<file path="src/rtl/execute_pipe_if.sv">
// ID/EX -> EX -> EX/MEM bundle for execute_pipe: decoded operands and control in,
// pipeline handshake and the registered EX/MEM contents out.
interface execute_pipe_if #(
  parameter int DATA_W = 32,
  parameter int REG_W  = 5,
  parameter int ADDR_W = 11
);
  logic              in_valid;
  logic              ex_ready;
  logic              mem_stall;
  logic              flush;
  logic              ALUSrc;
  logic              RegDst;
  logic [3:0]        ALUCtrl;
  logic [DATA_W-1:0] registro_1;
  logic [DATA_W-1:0] registro_2;
  logic [DATA_W-1:0] sign_extend;
  logic [ADDR_W-1:0] pc_plus1;
  logic [ADDR_W-1:0] jump_dest_addr;
  logic [REG_W-1:0]  reg_dest_r_type;
  logic [REG_W-1:0]  reg_dest_l_type;
  logic              MemToReg_in;
  logic              RegWrite_in;
  logic              MemRead_in;
  logic              MemWrite_in;
  logic              Branch_in;

  logic              out_valid;
  logic [DATA_W-1:0] result_out;
  logic [DATA_W-1:0] registro_2_out;
  logic [ADDR_W-1:0] branch_target_out;
  logic [ADDR_W-1:0] jump_dest_addr_out;
  logic [REG_W-1:0]  reg_dest_out;
  logic              zero_signal_out;
  logic              MemToReg_out;
  logic              RegWrite_out;
  logic              MemRead_out;
  logic              MemWrite_out;
  logic              Branch_out;

  modport master (
    output in_valid, mem_stall, flush, ALUSrc, RegDst, ALUCtrl,
           registro_1, registro_2, sign_extend, pc_plus1, jump_dest_addr,
           reg_dest_r_type, reg_dest_l_type,
           MemToReg_in, RegWrite_in, MemRead_in, MemWrite_in, Branch_in,
    input  ex_ready, out_valid, result_out, registro_2_out, branch_target_out,
           jump_dest_addr_out, reg_dest_out, zero_signal_out,
           MemToReg_out, RegWrite_out, MemRead_out, MemWrite_out, Branch_out
  );

  modport slave (
    input  in_valid, mem_stall, flush, ALUSrc, RegDst, ALUCtrl,
           registro_1, registro_2, sign_extend, pc_plus1, jump_dest_addr,
           reg_dest_r_type, reg_dest_l_type,
           MemToReg_in, RegWrite_in, MemRead_in, MemWrite_in, Branch_in,
    output ex_ready, out_valid, result_out, registro_2_out, branch_target_out,
           jump_dest_addr_out, reg_dest_out, zero_signal_out,
           MemToReg_out, RegWrite_out, MemRead_out, MemWrite_out, Branch_out
  );
endinterface

</file>
<file path="src/rtl/execute_pipe.sv">
// EX stage with integrated EX/MEM register: single-cycle ALU, iterative shift-add
// multiplier behind a stall handshake, valid/stall/flush control, branch target.
module execute_pipe #(
  parameter int DATA_W = 32,
  parameter int REG_W  = 5,
  parameter int ADDR_W = 11,
  parameter int MUL_EN = 1
) (
  input  logic         clock,
  input  logic         reset,
  execute_pipe_if.slave bus
);
  localparam int CNT_W = $clog2(DATA_W + 1);

  typedef enum logic [1:0] {IDLE, MUL_BUSY, MUL_DONE} state_t;

  typedef struct packed {
    logic [DATA_W-1:0] store_data;
    logic [ADDR_W-1:0] branch_target;
    logic [ADDR_W-1:0] jump_dest;
    logic [REG_W-1:0]  reg_dest;
    logic              mem_to_reg;
    logic              reg_write;
    logic              mem_read;
    logic              mem_write;
    logic              branch;
  } ex_op_t;

  state_t            state, state_n;
  logic [CNT_W-1:0]  cnt, cnt_n;
  logic [DATA_W-1:0] op2, alu_result, load_result;
  logic [DATA_W-1:0] mcand, mplier, acc;
  ex_op_t            cur_op, held_op, load_op;
  logic              is_mul, accept_mul, load_single, load_mul, load_bubble, ready;

  assign op2    = bus.ALUSrc ? bus.sign_extend : bus.registro_2;
  assign is_mul = (MUL_EN != 0) && (bus.ALUCtrl == 4'd8);

  always_comb begin
    cur_op.store_data    = bus.registro_2;
    cur_op.branch_target = bus.pc_plus1 + bus.sign_extend[ADDR_W-1:0];
    cur_op.jump_dest     = bus.jump_dest_addr;
    cur_op.reg_dest      = bus.RegDst ? bus.reg_dest_r_type : bus.reg_dest_l_type;
    cur_op.mem_to_reg    = bus.MemToReg_in;
    cur_op.reg_write     = bus.RegWrite_in;
    cur_op.mem_read      = bus.MemRead_in;
    cur_op.mem_write     = bus.MemWrite_in;
    cur_op.branch        = bus.Branch_in;
  end

  // NOTE: every always_comb output gets a default first so no path can infer a latch.
  always_comb begin
    alu_result = '0;
    case (bus.ALUCtrl)
      4'd0:    alu_result = bus.registro_1 & op2;
      4'd1:    alu_result = bus.registro_1 | op2;
      4'd2:    alu_result = bus.registro_1 + op2;
      4'd6:    alu_result = bus.registro_1 - op2;
      4'd7:    alu_result[0] = $signed(bus.registro_1) < $signed(op2);
      4'd8:    if (MUL_EN == 0) alu_result = bus.registro_1 + op2;
      4'd12:   alu_result = ~(bus.registro_1 | op2);
      default: alu_result = '0;
    endcase
  end

  // Flush outranks everything; a stalled MEM only blocks loads, never iteration.
  always_comb begin
    state_n     = state;
    cnt_n       = cnt;
    accept_mul  = 1'b0;
    load_single = 1'b0;
    load_mul    = 1'b0;
    load_bubble = 1'b0;
    ready       = 1'b0;
    if (bus.flush) begin
      state_n     = IDLE;
      cnt_n       = '0;
      ready       = !bus.mem_stall;
      load_bubble = !bus.mem_stall;
    end else begin
      case (state)
        IDLE: begin
          if (bus.in_valid && is_mul) begin
            accept_mul  = 1'b1;
            state_n     = MUL_BUSY;
            cnt_n       = CNT_W'(DATA_W);
            load_bubble = !bus.mem_stall;
          end else begin
            ready       = !bus.mem_stall;
            load_single = !bus.mem_stall && bus.in_valid;
            load_bubble = !bus.mem_stall && !bus.in_valid;
          end
        end
        MUL_BUSY: begin
          cnt_n       = cnt - CNT_W'(1);
          load_bubble = !bus.mem_stall;
          if (cnt == CNT_W'(1)) state_n = MUL_DONE;
        end
        MUL_DONE: begin
          if (!bus.mem_stall) begin
            ready    = 1'b1;
            load_mul = 1'b1;
            state_n  = IDLE;
          end
        end
        default: state_n = IDLE;
      endcase
    end
  end

  assign bus.ex_ready = ready && !reset;
  assign load_op      = load_mul ? held_op : cur_op;
  assign load_result  = load_mul ? acc : alu_result;

  // NOTE: sequential state uses non-blocking assignments so every register samples pre-edge values.
  always_ff @(posedge clock or posedge reset) begin
    if (reset) begin
      state   <= IDLE;
      cnt     <= '0;
      mcand   <= '0;
      mplier  <= '0;
      acc     <= '0;
      held_op <= '0;
    end else begin
      state <= state_n;
      cnt   <= cnt_n;
      if (accept_mul) begin
        mcand   <= bus.registro_1;
        mplier  <= op2;
        acc     <= '0;
        held_op <= cur_op;
      end else if (state == MUL_BUSY) begin
        if (mplier[0]) acc <= acc + mcand;
        mcand  <= mcand << 1;
        mplier <= mplier >> 1;
      end
    end
  end

  always_ff @(posedge clock or posedge reset) begin
    if (reset) begin
      bus.out_valid          <= 1'b0;
      bus.result_out         <= '0;
      bus.registro_2_out     <= '0;
      bus.branch_target_out  <= '0;
      bus.jump_dest_addr_out <= '0;
      bus.reg_dest_out       <= '0;
      bus.zero_signal_out    <= 1'b0;
      bus.MemToReg_out       <= 1'b0;
      bus.RegWrite_out       <= 1'b0;
      bus.MemRead_out        <= 1'b0;
      bus.MemWrite_out       <= 1'b0;
      bus.Branch_out         <= 1'b0;
    end else if (load_single || load_mul) begin
      bus.out_valid          <= 1'b1;
      bus.result_out         <= load_result;
      bus.zero_signal_out    <= (load_result == '0);
      bus.registro_2_out     <= load_op.store_data;
      bus.branch_target_out  <= load_op.branch_target;
      bus.jump_dest_addr_out <= load_op.jump_dest;
      bus.reg_dest_out       <= load_op.reg_dest;
      bus.MemToReg_out       <= load_op.mem_to_reg;
      bus.RegWrite_out       <= load_op.reg_write;
      bus.MemRead_out        <= load_op.mem_read;
      bus.MemWrite_out       <= load_op.mem_write;
      bus.Branch_out         <= load_op.branch;
    end else if (load_bubble) begin
      // Bubbles keep the data fields; only valid and control are cleared.
      bus.out_valid    <= 1'b0;
      bus.MemToReg_out <= 1'b0;
      bus.RegWrite_out <= 1'b0;
      bus.MemRead_out  <= 1'b0;
      bus.MemWrite_out <= 1'b0;
      bus.Branch_out   <= 1'b0;
    end
  end
endmodule

</file>
<file path="src/flat_wrapper.sv">
// flat-port wrapper written by rule: the top's interface ports become plain ports
module execute_pipe_flat 
#(
  parameter int DATA_W = 32,
  parameter int REG_W  = 5,
  parameter int ADDR_W = 11,
  parameter int MUL_EN = 1
)
  (clock, reset, bus_in_valid, bus_mem_stall, bus_flush, bus_ALUSrc, bus_RegDst, bus_ALUCtrl, bus_registro_1, bus_registro_2, bus_sign_extend, bus_pc_plus1, bus_jump_dest_addr, bus_reg_dest_r_type, bus_reg_dest_l_type, bus_MemToReg_in, bus_RegWrite_in, bus_MemRead_in, bus_MemWrite_in, bus_Branch_in, bus_ex_ready, bus_out_valid, bus_result_out, bus_registro_2_out, bus_branch_target_out, bus_jump_dest_addr_out, bus_reg_dest_out, bus_zero_signal_out, bus_MemToReg_out, bus_RegWrite_out, bus_MemRead_out, bus_MemWrite_out, bus_Branch_out);
  execute_pipe_if #(.DATA_W(DATA_W), .REG_W(REG_W), .ADDR_W(ADDR_W)) bus_i ();
  input  logic clock;
  input  logic reset;
  input wire logic [$bits(bus_i.in_valid)-1:0] bus_in_valid;
  input wire logic [$bits(bus_i.mem_stall)-1:0] bus_mem_stall;
  input wire logic [$bits(bus_i.flush)-1:0] bus_flush;
  input wire logic [$bits(bus_i.ALUSrc)-1:0] bus_ALUSrc;
  input wire logic [$bits(bus_i.RegDst)-1:0] bus_RegDst;
  input wire logic [$bits(bus_i.ALUCtrl)-1:0] bus_ALUCtrl;
  input wire logic [$bits(bus_i.registro_1)-1:0] bus_registro_1;
  input wire logic [$bits(bus_i.registro_2)-1:0] bus_registro_2;
  input wire logic [$bits(bus_i.sign_extend)-1:0] bus_sign_extend;
  input wire logic [$bits(bus_i.pc_plus1)-1:0] bus_pc_plus1;
  input wire logic [$bits(bus_i.jump_dest_addr)-1:0] bus_jump_dest_addr;
  input wire logic [$bits(bus_i.reg_dest_r_type)-1:0] bus_reg_dest_r_type;
  input wire logic [$bits(bus_i.reg_dest_l_type)-1:0] bus_reg_dest_l_type;
  input wire logic [$bits(bus_i.MemToReg_in)-1:0] bus_MemToReg_in;
  input wire logic [$bits(bus_i.RegWrite_in)-1:0] bus_RegWrite_in;
  input wire logic [$bits(bus_i.MemRead_in)-1:0] bus_MemRead_in;
  input wire logic [$bits(bus_i.MemWrite_in)-1:0] bus_MemWrite_in;
  input wire logic [$bits(bus_i.Branch_in)-1:0] bus_Branch_in;
  output wire logic [$bits(bus_i.ex_ready)-1:0] bus_ex_ready;
  output wire logic [$bits(bus_i.out_valid)-1:0] bus_out_valid;
  output wire logic [$bits(bus_i.result_out)-1:0] bus_result_out;
  output wire logic [$bits(bus_i.registro_2_out)-1:0] bus_registro_2_out;
  output wire logic [$bits(bus_i.branch_target_out)-1:0] bus_branch_target_out;
  output wire logic [$bits(bus_i.jump_dest_addr_out)-1:0] bus_jump_dest_addr_out;
  output wire logic [$bits(bus_i.reg_dest_out)-1:0] bus_reg_dest_out;
  output wire logic [$bits(bus_i.zero_signal_out)-1:0] bus_zero_signal_out;
  output wire logic [$bits(bus_i.MemToReg_out)-1:0] bus_MemToReg_out;
  output wire logic [$bits(bus_i.RegWrite_out)-1:0] bus_RegWrite_out;
  output wire logic [$bits(bus_i.MemRead_out)-1:0] bus_MemRead_out;
  output wire logic [$bits(bus_i.MemWrite_out)-1:0] bus_MemWrite_out;
  output wire logic [$bits(bus_i.Branch_out)-1:0] bus_Branch_out;
  assign bus_i.in_valid = bus_in_valid;
  assign bus_i.mem_stall = bus_mem_stall;
  assign bus_i.flush = bus_flush;
  assign bus_i.ALUSrc = bus_ALUSrc;
  assign bus_i.RegDst = bus_RegDst;
  assign bus_i.ALUCtrl = bus_ALUCtrl;
  assign bus_i.registro_1 = bus_registro_1;
  assign bus_i.registro_2 = bus_registro_2;
  assign bus_i.sign_extend = bus_sign_extend;
  assign bus_i.pc_plus1 = bus_pc_plus1;
  assign bus_i.jump_dest_addr = bus_jump_dest_addr;
  assign bus_i.reg_dest_r_type = bus_reg_dest_r_type;
  assign bus_i.reg_dest_l_type = bus_reg_dest_l_type;
  assign bus_i.MemToReg_in = bus_MemToReg_in;
  assign bus_i.RegWrite_in = bus_RegWrite_in;
  assign bus_i.MemRead_in = bus_MemRead_in;
  assign bus_i.MemWrite_in = bus_MemWrite_in;
  assign bus_i.Branch_in = bus_Branch_in;
  assign bus_ex_ready = bus_i.ex_ready;
  assign bus_out_valid = bus_i.out_valid;
  assign bus_result_out = bus_i.result_out;
  assign bus_registro_2_out = bus_i.registro_2_out;
  assign bus_branch_target_out = bus_i.branch_target_out;
  assign bus_jump_dest_addr_out = bus_i.jump_dest_addr_out;
  assign bus_reg_dest_out = bus_i.reg_dest_out;
  assign bus_zero_signal_out = bus_i.zero_signal_out;
  assign bus_MemToReg_out = bus_i.MemToReg_out;
  assign bus_RegWrite_out = bus_i.RegWrite_out;
  assign bus_MemRead_out = bus_i.MemRead_out;
  assign bus_MemWrite_out = bus_i.MemWrite_out;
  assign bus_Branch_out = bus_i.Branch_out;
  execute_pipe #(.DATA_W(DATA_W), .REG_W(REG_W), .ADDR_W(ADDR_W), .MUL_EN(MUL_EN)) u_core (.clock(clock), .reset(reset), .bus(bus_i));
endmodule
</file>
<file path="config.mk">
export PLATFORM = sky130hd
export DESIGN_NAME = execute_pipe_flat
export DESIGN_NICKNAME = d
export VERILOG_FILES = /design/src/rtl/execute_pipe_if.sv /design/src/rtl/execute_pipe.sv /design/src/flat_wrapper.sv
export SDC_FILE = /design/constraint.sdc
export NUM_CORES = 1
export LEC_CHECK = 0
export ABC_AREA = 0
export CAP_MARGIN = 20
export CORE_MARGIN = 5
export CORE_UTILIZATION = 61
export CTS_CLUSTER_SIZE = 10
export DETAILED_ROUTE_END_ITERATION = 10
export PLACE_DENSITY = 0.88
export SYNTH_ARGS = -nofsm -noshare
export SYNTH_HDL_FRONTEND = slang
export SYNTH_SLANG_ARGS = --single-unit
</file>
<file path="constraint.sdc">
create_clock -name clock -period 14.98 [get_ports clock]
set_input_delay 2.247 -clock clock [delete_from_list [all_inputs] [get_ports clock]]
set_output_delay 2.247 -clock clock [all_outputs]
set_load 0.005 [all_outputs]
</file>
==> flow_metrics.tcl <==
set metrics [dict create \
    drt-initial-drc-count 2280 \
    worst_ir_drop_on_vdd_mv 0.168 \
    detail-route-antenna-nets 0 \
    clock_skew_ps 24.8 \
    die_area_um2 34100 \
    setup_viol_count_final 0 \
    final_cell_area_um2 22400 \
    core-area_um2 30300 \
    totalNegativeSetupSlack_ps 0 \
    grt_use_met1 0.502 \
    synth_async_sr_flop_share 1.00 \
    clock_insertion_delay_worst_skew_ps 530 \
    final_weighted_congestion_in_routability_driven_placement 1.01 \
    initial_antenna_violation_count 2 \
    final_count_of_hold_timing_violations 0 \
    place.port_buffers 242 \
    placement_setup_slack_ps 7650 \
    drt-vias-per-instance 6.65 \
    critical_path.most_common_cell "sky130_fd_sc_hd__nand4_1" \
    clock_slew_at_reported_path_ffs_ps 50 \
    power-per-cell-area_nw_per_um2 141 \
    tritoncts "built" \
    yosysWarningCount 0 \
    std_cell_rows 64 \
    max_freq_ghz 0.142 \
    cts-resized-gates 0 \
    cts_hold_buf 0 \
    first_pass_iteration_count_of_the_detailed_router 7 \
    wl_per_cell_um 24.0 \
    synth_edf_count 0 \
    clkSinkCount 266 \
    first_global_vias 18500 \
    synth_fp_nets 2535 \
    critical_path.endpoint_type "flip-flop" \
    crit_path_cell_trace "buf_2 > buf_4 > mux2i_1 > inv_1 > ha_1 > a211oi_1 > nor4_2 > o21a_1 > o41a_1 > xnor2_1 > a221oi_1 > nand4b_1 > a2111oi_0 > nand4_1 > nor4_1 > nand4_1 > o31ai_2" \
    pin_count_of_the_biggest_net_entering_global_routing 133 \
    dp_hpwl_um 48800 \
    cts_inserted_buffers 34 \
    cpMaxStageDelayCell "sky130_fd_sc_hd__a2111oi_0" \
    grt.busiest_layer "met2" \
    post-route-drc-count 0 \
    cp_max_fanout 32 \
    die_width_um 185 \
    syn-instance-count 2236 \
    effective_utilization_at_floorplan 0.614 \
    cp_top_family "compound AO/OA/AOI/OAI gates" \
    run_status "finished clean" \
    postcts_setup_bufs 0 \
    holdCritPathClass "flip-flop to flip-flop" \
    syn2layout_area_growth_pct 20.3 \
    via_count 18800 \
    fin_ws_ps 7950 \
    path_buf_inv 3 \
    synth_cell_types 90 \
    cts_root_buffer "sky130_fd_sc_hd__clkbuf_16" \
    wire_length_of_the_first_global_routing_pass_um 104000 \
    synth-seq-cells 266 \
    gr_util_met3 0.0616 \
    groute.usage.overall 0.385 \
    io_pins 243 \
    max_cap_violations 0 \
    finalWorstPathRequiredPeriod_ps 7030 \
    path_class "input port to flip-flop" \
    num-nets-final 2726 \
    post-route-util 0.738 \
    globalRoute.totalOverflow 0 \
    fin_crit_sh 0.469 \
    tightest_slew_ps 984 \
    syn_area_per_cell_um2 8.33 \
    routed_wl_um 67900 \
    worst_path_largest_cell_delay_ps 670 \
    rsz0062_at_grt "false" \
    synth_flop_type "sky130_fd_sc_hd__dfrtp_1" \
    placed_cell_area_um2 21400 \
    static-leakage-power_uw 0.0104 \
    crit_path_start_kind "input port" \
    clk_path_buf_depth 3 \
    synth.yosys.seq_area_share 0.357 \
    cts_htree_levels 2 \
    relSlewSlack 0.342 \
    synth_area_um2 18600 \
    cp_data_arrival_time_ps 7460 \
    use_met2 0.631 \
    worst-endpoint-required_ps 15410 \
    die_y_um 185 \
    drive_above_1_share 0.0505 \
    total_count_of_max_transition_violations_in_the_final_report 0 \
]
-- layer usage --
metal | vias up | wire, µm | part of all wire
li1 | 8332 | - | -
met1 | 9059 | 25800 | 0.38
met2 | 1202 | 31700 | 0.47
met3 | 254 | 6510 | 0.096
met4 | 2 | 3910 | 0.058
met5 | - | 13 | 0.00019
-- worst reg2reg max path: stages (launching register included) --
cell and delay [ps]:
sky130_fd_sc_hd__dfrtp_1 500, sky130_fd_sc_hd__nor3_1 410, sky130_fd_sc_hd__nand2_4 370, sky130_fd_sc_hd__nand2_1 550, sky130_fd_sc_hd__or3_1 190, sky130_fd_sc_hd__mux2i_1 90
sky130_fd_sc_hd__nor4_1 520, sky130_fd_sc_hd__nand4b_1 270, sky130_fd_sc_hd__a2111oi_0 670, sky130_fd_sc_hd__nand4_1 160, sky130_fd_sc_hd__nor4_1 450, sky130_fd_sc_hd__nand4_1 180
sky130_fd_sc_hd__o31ai_2 190
-- logic make-up after synthesis --
| group | count (synthesis) | synth area share |
|---|---|---|
| AND/OR/NAND/NOR | 809 | 0.192 |
| flip-flops | 266 | 0.357 |
| AO/OA/AOI/OAI | 617 | 0.224 |
| buffers and inverters | 250 | 0.0507 |
| multiplexers | 80 | 0.0432 |
| adder cells (fa/ha/maj) | 155 | 0.106 |
| XOR/XNOR | 59 | 0.0278 |
-- power breakdown --
| group | total [µW] | switching, µW | internal, µW |
|---|---|---|---|
| logic | 1300 | 711 | 587 |
| registers | 1090 | 173 | 913 |
| clock network | 766 | 321 | 445 |
| total | 3150 | 1210 | 1950 |
-- final timing paths --
path / startpoint / to / slack (ps) / cells past startpoint
setup reg to reg: u_core.state[0] / u_core.bus.zero_signal_out / 10350 / 12
setup / recovery: bus_ALUSrc / u_core.bus.zero_signal_out / 7950 / 17
max in group asynchronous: reset / u_core.bus.registro_2_out[13] / 11100 / 3
min in group asynchronous: reset / u_core.held_op[20] / 2350 / 2
hold / removal: u_core.bus.result_out[24] / u_core.bus.result_out[24] / 470 / 2
hold reg to reg: u_core.bus.result_out[24] / u_core.bus.result_out[24] / 470 / 2
-- registers in the layout, summed over array words and instances (netlist names) --
name,flops
u_core.cnt,6
u_core.bus.Branch_out,1
u_core.bus.branch_target_out,11
u_core.state,2
u_core.held_op,64
u_core.bus.reg_dest_out,5
u_core.bus.result_out,32
u_core.acc,32
u_core.mcand,32
u_core.bus.zero_signal_out,1
u_core.bus.MemRead_out,1
u_core.bus.registro_2_out,32
u_core.bus.out_valid,1
u_core.bus.MemToReg_out,1
u_core.bus.RegWrite_out,1
u_core.mplier,32
u_core.bus.jump_dest_addr_out,11
u_core.bus.MemWrite_out,1
-- synthesized netlist by cell type, types with 6 or more instances --
library cell               instances  area, µm²
sky130_fd_sc_hd__or3_1            22        138
sky130_fd_sc_hd__o21ai_0         154        771
sky130_fd_sc_hd__nor2_1          266        998
sky130_fd_sc_hd__and2_1           11       68.8
sky130_fd_sc_hd__nand2_1         313       1170
sky130_fd_sc_hd__a21oi_1         111        556
sky130_fd_sc_hd__o211ai_1         25        188
sky130_fd_sc_hd__nor3_1           37        185
sky130_fd_sc_hd__xor2_1           17        149
sky130_fd_sc_hd__o32ai_1           6       52.6
sky130_fd_sc_hd__a22oi_1          31        233
sky130_fd_sc_hd__and3_1            6       37.5
sky130_fd_sc_hd__o22ai_1          46        288
sky130_fd_sc_hd__dfrtp_1         266       6660
sky130_fd_sc_hd__o21bai_1         15        113
sky130_fd_sc_hd__a311oi_1          6       52.6
sky130_fd_sc_hd__o22a_1            7       61.3
sky130_fd_sc_hd__nand2b_1         27        169
sky130_fd_sc_hd__o31ai_1          15        113
sky130_fd_sc_hd__a221o_1          35        350
sky130_fd_sc_hd__nand4_1           9       56.3
sky130_fd_sc_hd__mux2i_1          77        771
sky130_fd_sc_hd__nor2b_1          19        119
sky130_fd_sc_hd__inv_1           133        499
sky130_fd_sc_hd__or2_2            10       62.6
sky130_fd_sc_hd__a21o_1           20        150
sky130_fd_sc_hd__a31oi_1          25        156
sky130_fd_sc_hd__o21a_1           17        128
sky130_fd_sc_hd__clkbuf_1         99        372
sky130_fd_sc_hd__a211oi_1         19        143
sky130_fd_sc_hd__xnor2_1          42        368
sky130_fd_sc_hd__buf_1            13       48.8
sky130_fd_sc_hd__nand3_1          52        260
sky130_fd_sc_hd__nor4_1           11       68.8
sky130_fd_sc_hd__ha_1            151       1890
sky130_fd_sc_hd__a221oi_1         15        131
-- per-stage QoR --
| step | hold WS, ps | std cells | power [µW] |
|---|---|---|---|
| after floorplan | 445 | 2236 | 1890 |
| after global placement | 452 | 2787 | 2280 |
| after detailed placement | 462 | 2787 | 2350 |
| after CTS | 476 | 2834 | 3130 |
| after global routing | 497 | 2834 | 3320 |
| final | 471 | 2835 | 3150 |
-- cells in the final DEF (no fill, tap or decap), drive strengths merged, types with 7 or more instances in the layout --
cell type and n:
nor3 38, inv 134, clkdlybuf4s50 241, a221oi 15
dfrtp 266, ha 151, nand3 52, mux2i 77
xnor2 42, nand4 9, or3 23, nor4 12
o211ai 25, o21a 17, o22a 7, a21oi 111
o22ai 46, nand2 313, nor2b 19, o21ai 159
nor2 267, a22oi 31, o31ai 16, buf 30
and2 11, or2 11, xor2 17, nand2b 27
a221o 35, clkinv 7, a311oi 7, a21o 20
clkbuf 39, a211oi 19, a31oi 25, o21bai 16
-- final cells by class --
class | instances | area, µm²
Inverter | 134 | 510
Tap cell | 396 | 495
Clock inverter | 8 | 113
Clock buffer | 39 | 900
Timing Repair Buffer | 271 | 2640
Antenna cell | 1 | 2.50
Sequential cell | 266 | 6660
Fill cell | 2217 | 7950
Multi-Input combinational cell | 1720 | 11100
(Power assumes the default switching activity.)
